### src/rtl/stream_decipher.sv
// rtl/stream_decipher.sv - LFSR stream decipher: sync-header check, payload decrypt, one-entry output register
module stream_decipher #(
    parameter logic [7:0] SYNC_WORD = 8'hA5,
    parameter int         FRAME_LEN = 16
) (
    input  logic       clk,
    input  logic       reset,
    input  logic       in_valid,
    output logic       in_ready,
    input  logic [7:0] in_data,
    input  logic       in_sof,
    output logic       out_valid,
    input  logic       out_ready,
    output logic [7:0] out_data,
    output logic       out_last,
    output logic       sync_err,
    output logic [3:0] key_stream
);

    typedef enum logic {
        IDLE,
        PAYLOAD
    } state_t;

    localparam logic [3:0] KEY_K0   = 4'b0001;
    localparam logic [3:0] KEY_K1   = 4'b0011;
    localparam logic [7:0] LAST_IDX = 8'(FRAME_LEN - 1);

    state_t     state_q, state_d;
    logic [3:0] lfsr_q, lfsr_d;
    logic [7:0] cnt_q, cnt_d;
    logic       out_valid_q, out_valid_d;
    logic [7:0] out_data_q, out_data_d;
    logic       out_last_q, out_last_d;
    logic       sync_err_q, sync_err_d;

    logic       accept;
    logic       header_ok;
    logic [3:0] lfsr_next;

    assign in_ready   = (state_q == IDLE) | ~out_valid_q | out_ready;
    assign accept     = in_valid & in_ready;
    // The header is always enciphered with K0, i.e. XOR 8'h11.
    assign header_ok  = ((in_data ^ {KEY_K0, KEY_K0}) == SYNC_WORD);
    assign lfsr_next  = {lfsr_q[2:0], lfsr_q[0] ^ lfsr_q[3]};

    assign out_valid  = out_valid_q;
    assign out_data   = out_data_q;
    assign out_last   = out_last_q;
    assign sync_err   = sync_err_q;
    assign key_stream = lfsr_q;

    always_comb begin
        state_d     = state_q;
        lfsr_d      = lfsr_q;
        cnt_d       = cnt_q;
        out_valid_d = out_valid_q;
        out_data_d  = out_data_q;
        out_last_d  = out_last_q;
        sync_err_d  = 1'b0;

        if (out_ready) begin
            out_valid_d = 1'b0;
        end

        if (accept) begin
            if (in_sof) begin
                // A header inside a frame aborts it; a pending output byte still drains.
                sync_err_d = (state_q == PAYLOAD) | ~header_ok;
                cnt_d      = 8'd0;
                if (header_ok) begin
                    lfsr_d  = KEY_K1;
                    state_d = PAYLOAD;
                end else begin
                    lfsr_d  = KEY_K0;
                    state_d = IDLE;
                end
            end else if (state_q == PAYLOAD) begin
                out_valid_d = 1'b1;
                out_data_d  = in_data ^ {lfsr_q, lfsr_q};
                lfsr_d      = lfsr_next;
                if (cnt_q == LAST_IDX) begin
                    out_last_d = 1'b1;
                    cnt_d      = 8'd0;
                    state_d    = IDLE;
                end else begin
                    out_last_d = 1'b0;
                    cnt_d      = cnt_q + 8'd1;
                end
            end
        end
    end

    always_ff @(posedge clk) begin
        if (!reset) begin
            state_q     <= IDLE;
            lfsr_q      <= KEY_K0;
            cnt_q       <= 8'd0;
            out_valid_q <= 1'b0;
            out_data_q  <= 8'h00;
            out_last_q  <= 1'b0;
            sync_err_q  <= 1'b0;
        end else begin
            state_q     <= state_d;
            lfsr_q      <= lfsr_d;
            cnt_q       <= cnt_d;
            out_valid_q <= out_valid_d;
            out_data_q  <= out_data_d;
            out_last_q  <= out_last_d;
            sync_err_q  <= sync_err_d;
        end
    end

endmodule

### config.mk
export PLATFORM = sky130hd
export DESIGN_NAME = stream_decipher
export DESIGN_NICKNAME = d
export VERILOG_FILES = /design/src/rtl/stream_decipher.sv
export SDC_FILE = /design/constraint.sdc
export NUM_CORES = 1
export LEC_CHECK = 0
export CAP_MARGIN = 40
export CORE_ASPECT_RATIO = 1.1
export CORE_UTILIZATION = 47
export DETAILED_ROUTE_END_ITERATION = 10
export PLACE_DENSITY = 0.77
export SYNTH_ARGS = -nofsm -noshare
export SYNTH_HDL_FRONTEND = slang
export SYNTH_SLANG_ARGS = --single-unit
export TNS_END_PERCENT = 50
### constraint.sdc
create_clock -name clk -period 1.9 [get_ports clk]
set_input_delay 0.57 -clock clk [delete_from_list [all_inputs] [get_ports clk]]
set_output_delay 0.57 -clock clk [all_outputs]
set_load 0.05 [all_outputs]
==> results.md, run 1 <==
- Global-route wire length before repair: 4490 µm
- Vias in the first global route: 1062
- Synth async-reset ratio: 0
- Slowest CP cell: dlygate4sd2_1
- Placed Cells: 197
- Worst setup SP type: input pin
- Clock Tree Buf Depth: 2
- Critical path's top delay family: buffers and inverters
- RSZ-0062 raised after global routing: no
- Die Y: 53.6 µm
- Relative slew slack: 0.790
- HPWL Detailed: 2130 µm
- Antenna fix cells: 0
- Mapped cell area: 1140 µm²
- Core Area: 2270 µm²
- ANT nets after route: 0
- Tmin final: 1.80 ns
- Max-slew violation count: 0
- Synthesized Nets: 138
- Worst path cell trace: dlygate4sd2_1, nand3b_1, buf_12
- RePlAce Congestion: 0.751
- Critical path capture point type: output pin
- Area growth syn-to-layout: 46.1%
- Die area: 2620 µm²
- Max IR drop VDD: 0.705 mV
- CTS Root Cell: clkbuf_4
- Num rows: 18
- Port Buffers: 28
- Pin count of the biggest net entering global routing: 15
- Achievable Freq: 555 MHz
- Drt via density: 5.50
- Cts bufs inserted: 3
- Req. time, crit path: 1.33 ns
- Register bit total from synthesis: 24
- Largest cells by area after synthesis: dfxtp_1, xnor2_1, nor2_1, a211oi_1, nand2_1
- Yosys top cell area share: 0.422
- Yosys cell types: 41
- Setup Crit Path Kind: input pin to output pin
- Initial antenna violation count: 0
- CTS Sinks: 24
- Routed wire per std cell: 13.7 µm
- Setup ws final: 0.0987 ns
- IO Pins: 29
- Share of cells above drive strength 1: 0.291
- HP Class: register to register
- Crit path arrival time: 1.23 ns
- Fin cells: 202
- Clk slew on worst S/H paths: 0.13 ns
- Largest fanout on the critical path: 2
- Crit path buf inv count: 2
- Routed wire length: 2770 µm
- Clk_lat worst skew: 0.32 ns
- Yosys Warn Count: 0
- Setup violations, final: 0
- Period utilisation layout: 0.948
- Initial core utilization: 0.500
- Pwr per Cell Area: 591 nW/µm²
- GR Overflow Total: 0
- Seq/Total Area, Yosys: 0.422
- Layout Nets: 187
- Avg Inst Size Synth: 9.17 µm²
- CP peak stage delay: 0.24 ns
- # DRC: 0
- Top FF cell, synth: dfxtp_1
- Clk_skew: 0.00406 ns
- Final hold viol count: 0
- Worst slew pin tran: 0.315 ns
- # hold bufs at CTS: 0
- EDFF count, synth: 0
- Status: complete, no violations
- Die W: 48.9 µm
- Routed vias: 1110
- CTS H-tree lvls: 1
- Place WS: -0.224 ns
- Post-synth top area cell: dfxtp_1
- LEAKAGE: 0.634 nW
- CTS tree: built
- GRT Util Overall: 0.231
- Post-Syn Instances: 124
- Iter 0 DRT Violations: 24
- Drt first pass iters: 4
- Max cap viols: 0
==> routing by layer <==
metal | GRT usage | vias to the layer above | part of all wire
met5 | 0 | - | 0
met4 | 0.123 | 0 | 0.020
met3 | 0.0508 | 9 | 0.035
met2 | 0.447 | 27 | 0.54
met1 | 0.237 | 524 | 0.41
li1 | - | 550 | -
==> where the power goes <==
part           total [mW]  switching, mW  leakage (nW)  internal, mW
logic               0.105         0.0460         0.412        0.0591
clock network       0.369          0.155        0.0279         0.213
registers           0.509        0.00344         0.194         0.506
==> cells in the final DEF, fill, tap and decap left out, drive strengths merged <==
| cell | count |
|---|---|
| nand4 | 2 |
| nand3 | 4 |
| clkdlybuf4s50 | 11 |
| or3b | 1 |
| nand2b | 2 |
| nor3 | 2 |
| o22ai | 2 |
| ha | 1 |
| and2 | 3 |
| xor2 | 2 |
| clkbuf | 3 |
| nor2b | 1 |
| nor3b | 1 |
| o21a | 1 |
| nand2 | 10 |
| nor4 | 3 |
| a311oi | 1 |
| xnor2 | 8 |
| o21ai | 6 |
| nand3b | 1 |
| and3 | 1 |
| dlygate4sd2 | 1 |
| nor4b | 1 |
| bufinv | 1 |
| o211ai | 1 |
| a41oi | 2 |
| a22oi | 3 |
| a211oi | 9 |
| buf | 37 |
| inv | 4 |
| a21oi | 3 |
| o31a | 1 |
| nor2 | 15 |
| nand4b | 1 |
| dfxtp | 24 |
| a31oi | 2 |
| and4 | 1 |
==> registers in the layout (all words and copies together), names as in the netlist <==
| register | count |
|---|---|
| sync_err | 1 |
| out_data | 8 |
| state_q | 1 |
| key_stream | 4 |
| out_valid | 1 |
| out_last | 1 |
| cnt_q | 8 |
==> layout make-up <==
cell class / count / area, µm²
Clock buffer: 3 / 22.5
Clock inverter: 1 / 30.0
Fill cell: 179 / 613
Inverter: 4 / 15.0
Multi-Input combinational cell: 91 / 603
Sequential cell: 24 / 482
Tap cell: 30 / 37.5
Timing Repair Buffer: 49 / 472
==> logic make-up (layout without fill, tap and decap cells) <==
family                     Yosys count  after routing  share of synthesized area
AOI/OAI and AO/OA                   31             31                      0.194
buffers and inverters                9             57                     0.0473
and+or+nand+nor                     49             49                      0.249
xor gates and xnor gates            10             10                     0.0770
adders and majority gates            1              1                     0.0110
DFF                                 24             24                      0.422
==> worst reg2reg max path, delay by kind of cell (launching register included) <==
kind | cells | cell delay [ns]
DFF | 1 | 0.44
AOI/OAI and AO/OA | 1 | 0.28
and+or+nand+nor | 3 | 0.62
adders and majority gates | 1 | 0.23
==> cell usage after synthesis (all sizes together), types with 2 or more instances <==
cell type	number
a211oi	9
a21oi	3
a22oi	3
a31oi	2
a41oi	2
and2	3
buf	4
dfxtp	24
inv	4
nand2	10
nand2b	2
nand3	4
nand4	2
nor2	15
nor3	2
nor4	3
o21ai	6
o22ai	2
xnor2	8
xor2	2
==> worst paths after layout <==
path	endpoint	from	cells after the start	slack [ns]
setup / recovery	in_ready	out_ready	3	0.1
hold / removal	out_data[5]	out_data[5]	2	0.52
setup reg to reg	state_q	cnt_q[0]	5	0.24
hold reg to reg	out_data[5]	out_data[5]	2	0.52
==> through the flow <==
stage | TNS [ns] | hold slack [ns] | cell area [µm²] | utilization | total power, mW
detailed placement | -2.04 | 0.509 | 1600 | 0.705 | 0.625
finish | 0 | 0.523 | 1660 | 0.730 | 0.983
global placement | -1.13 | 0.488 | 1600 | 0.705 | 0.623
floorplan | 0 | 0.469 | 1140 | - | 0.559
CTS | 0 | 0.527 | 1660 | 0.730 | 0.987
global route | 0 | 0.550 | 1660 | 0.730 | 1.02
==> timing repair <==
action                     in CTS  in global routing
gates resized for setup         1                  0
setup endpoints to repair       1                  0
setup buffers                   1                  0
Note: power is estimated with default switching activity, not from simulation.
==> run 2, diff against run 1 <==
--- a/config.mk
+++ b/config.mk
@@ -9,7 +9,7 @@
 export CORE_ASPECT_RATIO = 1.1
 export CORE_UTILIZATION = 47
 export DETAILED_ROUTE_END_ITERATION = 10
-export PLACE_DENSITY = 0.77
+export PLACE_DENSITY = 0.86
 export SYNTH_ARGS = -nofsm -noshare
 export SYNTH_HDL_FRONTEND = slang
 export SYNTH_SLANG_ARGS = --single-unit
==> run 2 against run 1 <==
  * Combinational power about the same
  * Global-route usage increased by 1.9 points
  * Power decreased by 10%
  * Final cell count unchanged
  * Worst hold slack got worse by 0.017 ns
  * Worst setup slack got worse by 0.032 ns
  * Non-clock buffer count unchanged
  * Wire length increased by 8.0%
  * Clock skew increased by 0.0049 ns
  * Critical path type unchanged
==> results.md, run 2 (synthesized netlist as in run 1, its figures left out) <==
- Status: complete, no violations
- Worst flop-to-flop path startpoint: cnt_q[0]
- CTS Sinks: 24 (unchanged)
- Req. time, crit path: 1.33 ns (about the same)
- Vias in the first global route: 1075 (+1.2%)
- Setup Crit Path Kind: input pin to output pin
- Worst slew pin tran: 0.321 ns (+0.00558 ns)
- Area growth syn-to-layout: 45.8%
- Drt via density: 5.57 (+1.4%)
- Power consumption: 0.885 mW (-10%)
- Die area: 2620 µm² (unchanged)
- RSZ-0062 raised after global routing: no
- ANT nets after route: 0 (unchanged)
- Antenna fix cells: 0 (unchanged)
- CP peak stage delay: 0.24 ns (about the same)
- RePlAce Congestion: 0.803 (+6.9%)
- Comb pwr share: 0.122 (+0.015)
- Hold Startpoint: out_data[7]
- Worst path cell trace: dlygate4sd2_1, nand3b_1, buf_12
- Setup violations, final: 0 (unchanged)
- Die Y: 53.6 µm (unchanged)
- Final hold viol count: 0 (unchanged)
- Crit. Startpoint: out_ready
- CTS Root Cell: clkbuf_4
- Placed Cells: 197 (unchanged)
- CTS tree: built
- IO Pins: 29 (unchanged)
- Layout Nets: 187 (unchanged)
- Clk slew on worst S/H paths: 0.12 ns (about the same)
- Worst setup SP type: input pin
- Routing usage on met2: 0.458 (+0.0116)
- Routed wire length: 2990 µm (+8.0%)
- Clk_skew: 0.00897 ns (+0.00491 ns)
- Met3 Use GR: 0.0198 (-0.0311)
- Routed vias: 1125 (+1.4%)
- Max IR drop VDD: 0.458 mV (-35%)
- Final TNS setup: 0 ns (unchanged)
- Utilization after layout: 0.729 (-0.00165)
- Clock Tree Buf Depth: 2 (unchanged)
- Period utilisation layout: 0.965 (+0.0170)
- Commonest non-fill, non-tap cells in the layout: buf_4, dfxtp_1, nor2_1
- HP Class: register to register
- # DRC: 0 (unchanged)
- Iter 0 DRT Violations: 27 (+13%)
- Drt first pass iters: 4 (unchanged)
- Clk_lat worst skew: 0.32 ns (about the same)
- Initial antenna violation count: 0 (unchanged)
- Initial core utilization: 0.500 (unchanged)
- Share of cells above drive strength 1: 0.291 (unchanged)
- Power share of the sequential group: 0.575 (+0.057)
- Max-slew violation count: 0 (unchanged)
- Routed wire per std cell: 14.8 µm (+8.0%)
- Pwr per Cell Area: 534 nW/µm² (-9.8%)
- Most Crowded Layer GR: met2
- Achievable Freq: 545 MHz (-1.8%)
- Largest fanout on the critical path: 2 (unchanged)
- Most common cell after layout, fill and taps aside: buf_4
- GR Overflow Total: 0 (unchanged)
- Relative slew slack: 0.786 (-0.00401)
- Global-route wire length before repair: 4900 µm (+9.2%)
- Die W: 48.9 µm (unchanged)
- Switch Pwr: 0.203 mW (-0.95%)
- CTS H-tree lvls: 1 (unchanged)
- Clock network power share: 0.303 (-0.072)
- Core Area: 2270 µm² (unchanged)
- Pin count of the biggest net entering global routing: 15 (unchanged)
- Port Buffers: 28 (unchanged)
- Tmin final: 1.83 ns (+0.0323 ns)
- Cts bufs inserted: 3 (unchanged)
- Fin cells: 202 (unchanged)
- GR Util met1: 0.294 (+0.0571)
- Crit path arrival time: 1.26 ns (+0.03 ns)
- Slowest CP cell: dlygate4sd2_1
- HPWL Detailed: 2220 µm (+4.3%)
- Critical path capture point type: output pin
- Sw Ratio: 0.229 (+0.0209)
- Max cap viols: 0 (unchanged)
- GRT Util Overall: 0.249 (+0.0186)
- # hold bufs at CTS: 0 (unchanged)
- P_int: 0.682 mW (-12%)
- Num rows: 18 (unchanged)
- LEAKAGE: 0.630 nW (-0.67%)
## run 2: changes by cell type in the layout (fill, tap and decap cells not counted)
cell / change
buf_12: +1
buf_4: -1
clkbuf_8: +1
bufinv_16: -1
## run 2: worst paths after layout
path / to / slack (ns) / cells after the start
max: in_ready / 0.07 / 3
min reg2reg: out_data[7] / 0.51 / 2
min: out_data[7] / 0.51 / 2
max reg2reg: state_q / 0.30 / 5
## run 2: what timing repair did
item                       CTS  global route
buffers inserted             1             0
setup endpoints to repair    1             0
hold endpoints to repair     0             0
resized for setup            1             0
## run 2: metal layers
metal	up-vias	wire [µm]
met4	0	53
met1	545	1290
met2	27	1590
li1	547	-
met3	6	58
met5	-	0
## run 2: area by class of cell
cell class                      instances  area (µm²)
Fill cell                             170         617
Multi-Input combinational cell         91         603
Sequential cell                        24         482
Tap cell                               30        37.5
Timing Repair Buffer                   49         484
Clock buffer                            4        36.3
Inverter                                4        15.0
## run 2: power by group through the flow
stage / Clock (mW) / Sequential, mW / Combinational (mW)
floorplan: 0 / 0.527 / 0.0323
global placement: 0 / 0.520 / 0.103
detailed placement: 0 / 0.520 / 0.106
CTS: 0.275 / 0.509 / 0.107
global route: 0.294 / 0.510 / 0.113
finish: 0.268 / 0.509 / 0.108
## run 2: worst max-delay path: cells and delay by family
family                 cells  cell delay [ns]
buffers and inverters      2             0.45
and+or+nand+nor            1             0.24
## run 2: per-stage QoR
step / hold slack [ns] / setup slack (ns) / area (µm²)
floorplan: 0.469 / 0.0887 / 1140
global placement: 0.488 / -0.104 / 1620
detailed placement: 0.492 / -0.176 / 1620
CTS: 0.509 / 0.0954 / 1660
global route: 0.527 / 0.0312 / 1660
finish: 0.505 / 0.0664 / 1660
==> run 3, diff against run 2 <==
--- a/config.mk
+++ b/config.mk
@@ -7,9 +7,9 @@
 export LEC_CHECK = 0
 export CAP_MARGIN = 40
 export CORE_ASPECT_RATIO = 1.1
-export CORE_UTILIZATION = 47
+export CORE_UTILIZATION = 27
 export DETAILED_ROUTE_END_ITERATION = 10
-export PLACE_DENSITY = 0.86
+export PLACE_DENSITY = 0.58
 export SYNTH_ARGS = -nofsm -noshare
 export SYNTH_HDL_FRONTEND = slang
 export SYNTH_SLANG_ARGS = --single-unit
==> run 3 against run 2 <==
  * Clock power grew 10%
  * Utilization shrank 30 points
  * Fmax grew 2.6%
  * Sequential cell count is the same
  * Critical path depth is the same
  * Final cell count grew 11%
  * Largest power group unchanged
  * Highest routed layer unchanged
  * Power grew 3.3%
  * Worst hold slack gained 0.0014 ns
  * Non-clock buffer count grew 2
  * Design area grew 2.1%
  * Via count shrank 4.3%
==> results.md, run 3 (synthesized netlist as in run 1, its figures left out) <==
- Initial core utilization: 0.285 (-0.215)
- Routing usage on met2: 0.228 (-0.230)
- # hold bufs at CTS: 0 (unchanged)
- Max cap viols: 0 (unchanged)
- Global-route wire length before repair: 4950 µm (+0.98%)
- Worst setup SP type: input pin
- Num rows: 24 (+6)
- Area growth syn-to-layout: 48.8%
- Routed vias: 1077 (-4.3%)
- Die area: 4480 µm² (+71%)
- Clock Tree Buf Depth: 2 (unchanged)
- Worst path cell trace: dlygate4sd2_1, nand3b_1, buf_12
- WHS: 0.507 ns (+0.00137 ns)
- CP peak stage delay: 0.23 ns (about the same)
- Placed Cells: 221 (+12%)
- Routed wire length: 2790 µm (-6.8%)
- HPWL Detailed: 2140 µm (-3.7%)
- Layout fillers: 384 (+130%)
- Setup Crit Path Kind: input pin to output pin
- Max IR drop VDD: 0.213 mV (-53%)
- RSZ-0062 raised after global routing: no
- GRT Util Overall: 0.137 (-0.112)
- Final TNS setup: 0 ns (unchanged)
- GR Overflow Total: 0 (unchanged)
- Initial antenna violation count: 0 (unchanged)
- Critical path capture point type: output pin
- Pin count of the biggest net entering global routing: 16 (+1)
- Die W: 63.9 µm (+31%)
- Cts bufs inserted: 3 (unchanged)
- Placed cell area: 1650 µm² (+1.9%)
- CTS Sinks: 24 (unchanged)
- Place WS: -0.148 ns (+0.0273 ns)
- Routed wire per std cell: 12.4 µm (-16%)
- Achievable Freq: 560 MHz (+2.6%)
- Port Buffers: 28 (unchanged)
- Status: complete, no violations
- CTS tree: built
- Slowest CP cell: dlygate4sd2_1
- Fin cells: 225 (+11%)
- Setup ws final: 0.114 ns (+0.0471 ns)
- Pwr per Cell Area: 540 nW/µm² (+1.2%)
- Utilization after layout: 0.424 (-0.305)
- Crit path arrival time: 1.22 ns (-0.04 ns)
- RePlAce Congestion: 0.833 (+3.7%)
- Design area: 1690 µm² (+2.1%)
- Die Y: 70.1 µm (+31%)
- Vias in the first global route: 1085 (+0.93%)
- Clk_skew: 0.000725 ns (-0.00824 ns)
- # DRC: 0 (unchanged)
- Setup violations, final: 0 (unchanged)
- IO Pins: 29 (unchanged)
- Most common cell after layout, fill and taps aside: buf_4
- Met3 Use GR: 0.00980 (-0.00997)
- Drt via density: 4.79 (-14%)
- CTS H-tree lvls: 1 (unchanged)
- CTS Root Cell: clkbuf_8
- Clk_lat worst skew: 0.26 ns (-0.06 ns)
- Req. time, crit path: 1.33 ns (about the same)
- Period utilisation layout: 0.940 (-0.0248)
- Power consumption: 0.914 mW (+3.3%)
- Drt first pass iters: 4 (unchanged)
- Layout Nets: 189 (+1.1%)
- Iter 0 DRT Violations: 20 (-26%)
- Antenna fix cells: 0 (unchanged)
- Final hold viol count: 0 (unchanged)
- Max-slew violation count: 0 (unchanged)
- Largest fanout on the critical path: 2 (unchanged)
- Most Crowded Layer GR: met2
- Core Area: 3990 µm² (+76%)
- ANT nets after route: 0 (unchanged)
- GR Util met1: 0.176 (-0.118)
- Share of cells above drive strength 1: 0.295 (+0.00410)
- LEAKAGE: 0.638 nW (+1.2%)
- Worst slew pin tran: 0.305 ns (-0.0164 ns)
- Relative slew slack: 0.797 (+0.0109)
- Tmin final: 1.79 ns (-0.0471 ns)
- Commonest non-fill, non-tap cells in the layout: buf_4, dfxtp_1, nor2_1
- Clk slew on worst S/H paths: 0.08 ns (-0.04 ns)
- HP Class: register to register
## run 3: cell types whose count changed in the layout (fill, tap and decap cells not counted), sizes merged
cell    previous run  this run
clkbuf             4         3
buf               37        39
## run 3: report_power, final
part	switching (mW)	leakage, nW	internal [mW]
clock network	0.155	0.0216	0.142
logic	0.0472	0.422	0.0618
registers	0.00370	0.194	0.505
total	0.206	0.638	0.708
## run 3: path summary, 6_finish.rpt
check,from,endpoint,slack [ns],depth (start not counted)
setup reg to reg,cnt_q[0],state_q,0.31,5
hold reg to reg,out_data[6],out_data[6],0.51,2
hold / removal,out_data[6],out_data[6],0.51,2
setup / recovery,out_ready,in_ready,0.11,3
## run 3: layout make-up
| type | instances | area [µm²] | share of cell area |
|---|---|---|---|
| Timing Repair Buffer | 51 | 487 | 0.288 |
| Clock buffer | 3 | 41.3 | 0.0244 |
| Inverter | 4 | 15.0 | 0.00887 |
| Sequential cell | 24 | 482 | 0.285 |
| Multi-Input combinational cell | 91 | 603 | 0.356 |
| Tap cell | 52 | 65.1 | 0.0384 |
## run 3: layer usage
| metal | wire length, µm | vias to the layer above |
|---|---|---|
| met3 | 54 | 7 |
| li1 | - | 551 |
| met2 | 1370 | 19 |
| met4 | 70 | 0 |
| met1 | 1290 | 500 |
| met5 | 0 | - |
## run 3: critical path: cells and delay by family
kind	cells	cell delay (ns)
buf+inv	2	0.42
simple gates	1	0.22
## run 3: timing repair
action                                  4_1_cts  5_1_grt
endpoints found under the setup margin        1        0
resized for setup                             1        0
buffers inserted                              1        0
==> edit: new RTL, config.mk and constraints of run 2 <==
One comparison of `cnt_q` changes from == to >=.
--- a/src/rtl/stream_decipher.sv
+++ b/src/rtl/stream_decipher.sv
@@ -79,7 +79,7 @@
                 out_valid_d = 1'b1;
                 out_data_d  = in_data ^ {lfsr_q, lfsr_q};
                 lfsr_d      = lfsr_next;
-                if (cnt_q == LAST_IDX) begin
+                if (cnt_q >= LAST_IDX) begin
                     out_last_d = 1'b1;
                     cnt_d      = 8'd0;
                     state_d    = IDLE;
Function: same outputs for any inputs over 10 cycles, from zero or initial values and one cycle with reset low; that may be too few to reach the edited logic, so the function may still have changed.
==> edit against run 2 <==
Clock power down 3%. Setup slack improved by 0.058 ns. Count of clock-buffer cells in the layout is the same. Core utilization down 0.95 points. Design area decreased by 11%. Global-route usage shrank 4.7 points. Area after synthesis shrank 9.5%. Sequential share of layout area up 3.7 points. First-iteration DRC count down 37%. Wire length is 27% lower. Total power up 3.8%. Sequential cell count unchanged.
==> edit: results (changes against run 2) <==
VDD IR-drop max=0.531 mV (was 0.458 mV); iteration count of the initial detailed-routing pass=5 (was 4); Final #Nets=164 (was 187); clock-pin slew on the worst setup and hold paths=0.12 ns (about the same); post-synthesis sequential area ratio=0.467 (was 0.422); Met2 Wirelength=1170 µm (was 1590 µm); Iter 0 DRT Violations=17 (was 27); Worst Hold Depth=1 (was 2); P_comb=0.137 mW (was 0.108 mW); largest net degree at the start of global routing=20 (was 15); pwr dens=625 nW/µm² (was 534 nW/µm²); Arrival @ worst endpoint=1.21 ns (was 1.26 ns); routability cong.=0.777 (was 0.803); Top Layer Used=met4 (unchanged); Final HPWL DP=1670 µm (was 2220 µm); Internal=0.696 mW (was 0.682 mW); clk_skew=0.00340 ns (was 0.00897 ns); FF-to-FF End=cnt_q[3]$_SDFFE_PN0P_ (was state_q$_SDFFE_PN0P_); pre-CTS setup slack=-0.162 ns (was -0.176 ns); worst reg2reg path startpoint=cnt_q[7]$_SDFFE_PN0P_ (was cnt_q[0]$_SDFFE_PN0P_); xor/xnor share of the synthesized area=0.0680 (was 0.0770); met3 usage=0.0283 (was 0.0198); status=completed (unchanged); routing usage on met2=0.363 (was 0.458); met1 wire length=906 µm (was 1290 µm); Slew headroom=0.753 (was 0.786); Lkg Pwr=0.588 nW (was 0.630 nW); post-synth net total=125 (was 138); Adder-Cell Fraction of Synth Area=0.0122 (was 0.0110); first-pass GRT wire length=3610 µm (was 4900 µm); Total Routing Usage GR=0.202 (was 0.249); DRT Wirelength=2180 µm (was 2990 µm); hold_ws=0.491 ns (was 0.505 ns); number of global-route vias before repair=870 (was 1075); hold path endpoint=cnt_q[6]$_SDFFE_PN0P_ (was out_data[7]$_SDFFE_PN0P_); Synth area leaders=dfxtp_1 47%, xnor2_1 6.8%, a211oi_1 5.8%, nor2_1 5.5%, and3_1 3.0% (was dfxtp_1 42%, xnor2_1 6.2%, nor2_1 5.0%, a211oi_1 4.6%, nand2_1 3.0%); Area after DPL=1430 µm² (was 1620 µm²); hold path startpoint=cnt_q[6]$_SDFFE_PN0P_ (was out_data[7]$_SDFFE_PN0P_); Post-synth top cells=24 x dfxtp_1, 15 x nor2_1, 8 x a211oi_1, 8 x xnor2_1, 6 x nand2_1 (was 24 x dfxtp_1, 15 x nor2_1, 9 x nand2_1); synth unique cells=31 (was 41); sequential power share=0.568 (was 0.575); Final min period=1.78 ns (was 1.83 ns); vias per cell=5.24 (was 5.57); GR Util met1=0.237 (was 0.294); Layout fillers=167 (was 170); Finished Layout Cells=177 (was 202); mux cell area share after synthesis=0.00972 (was 0); placed cells=172 (was 197); layout cell share with drive strength beyond 1=0.242 (was 0.291); total power=0.918 mW (was 0.885 mW); Synth Area in Compound Gates=0.175 (was 0.194); Gate Count Post-Synth=111 (was 124); met3 routed WL=93 µm (was 58 µm); R2R setup slack=0.27 ns (was 0.30 ns)
-- edit: cell types whose count changed in the layout (fill, tap and decap cells not counted), moves of 3 or more --
cell / before / now
buf_4: 30 / 23
inv_1: 4 / 0
o21ai_0: 6 / 2
nand2_1: 9 / 6
and3_1: 1 / 5
nor2b_1: 0 / 3
-- edit: cells by family after synthesis --
family | Yosys count
simple gates | 44
compound gates | 26
flops | 24
xor+xnor | 8
buf+inv | 7
mux | 1
fa+ha+maj | 1
-- edit: what timing repair did --
item                       CTS  global route
resized for setup            1             0
buffers inserted             1             0
setup endpoints to repair    1             0
-- edit: layout make-up --
class                           count  area share
Tap cell                           28      0.0239
Inverter                            1     0.00256
Clock buffer                        4      0.0247
Sequential cell                    24       0.328
Timing Repair Buffer               40       0.267
Multi-Input combinational cell     80       0.354
-- edit: critical path: stages --
cell	delay, ns
dlygate4sd2_1	0.23
nand3b_1	0.21
buf_12	0.19
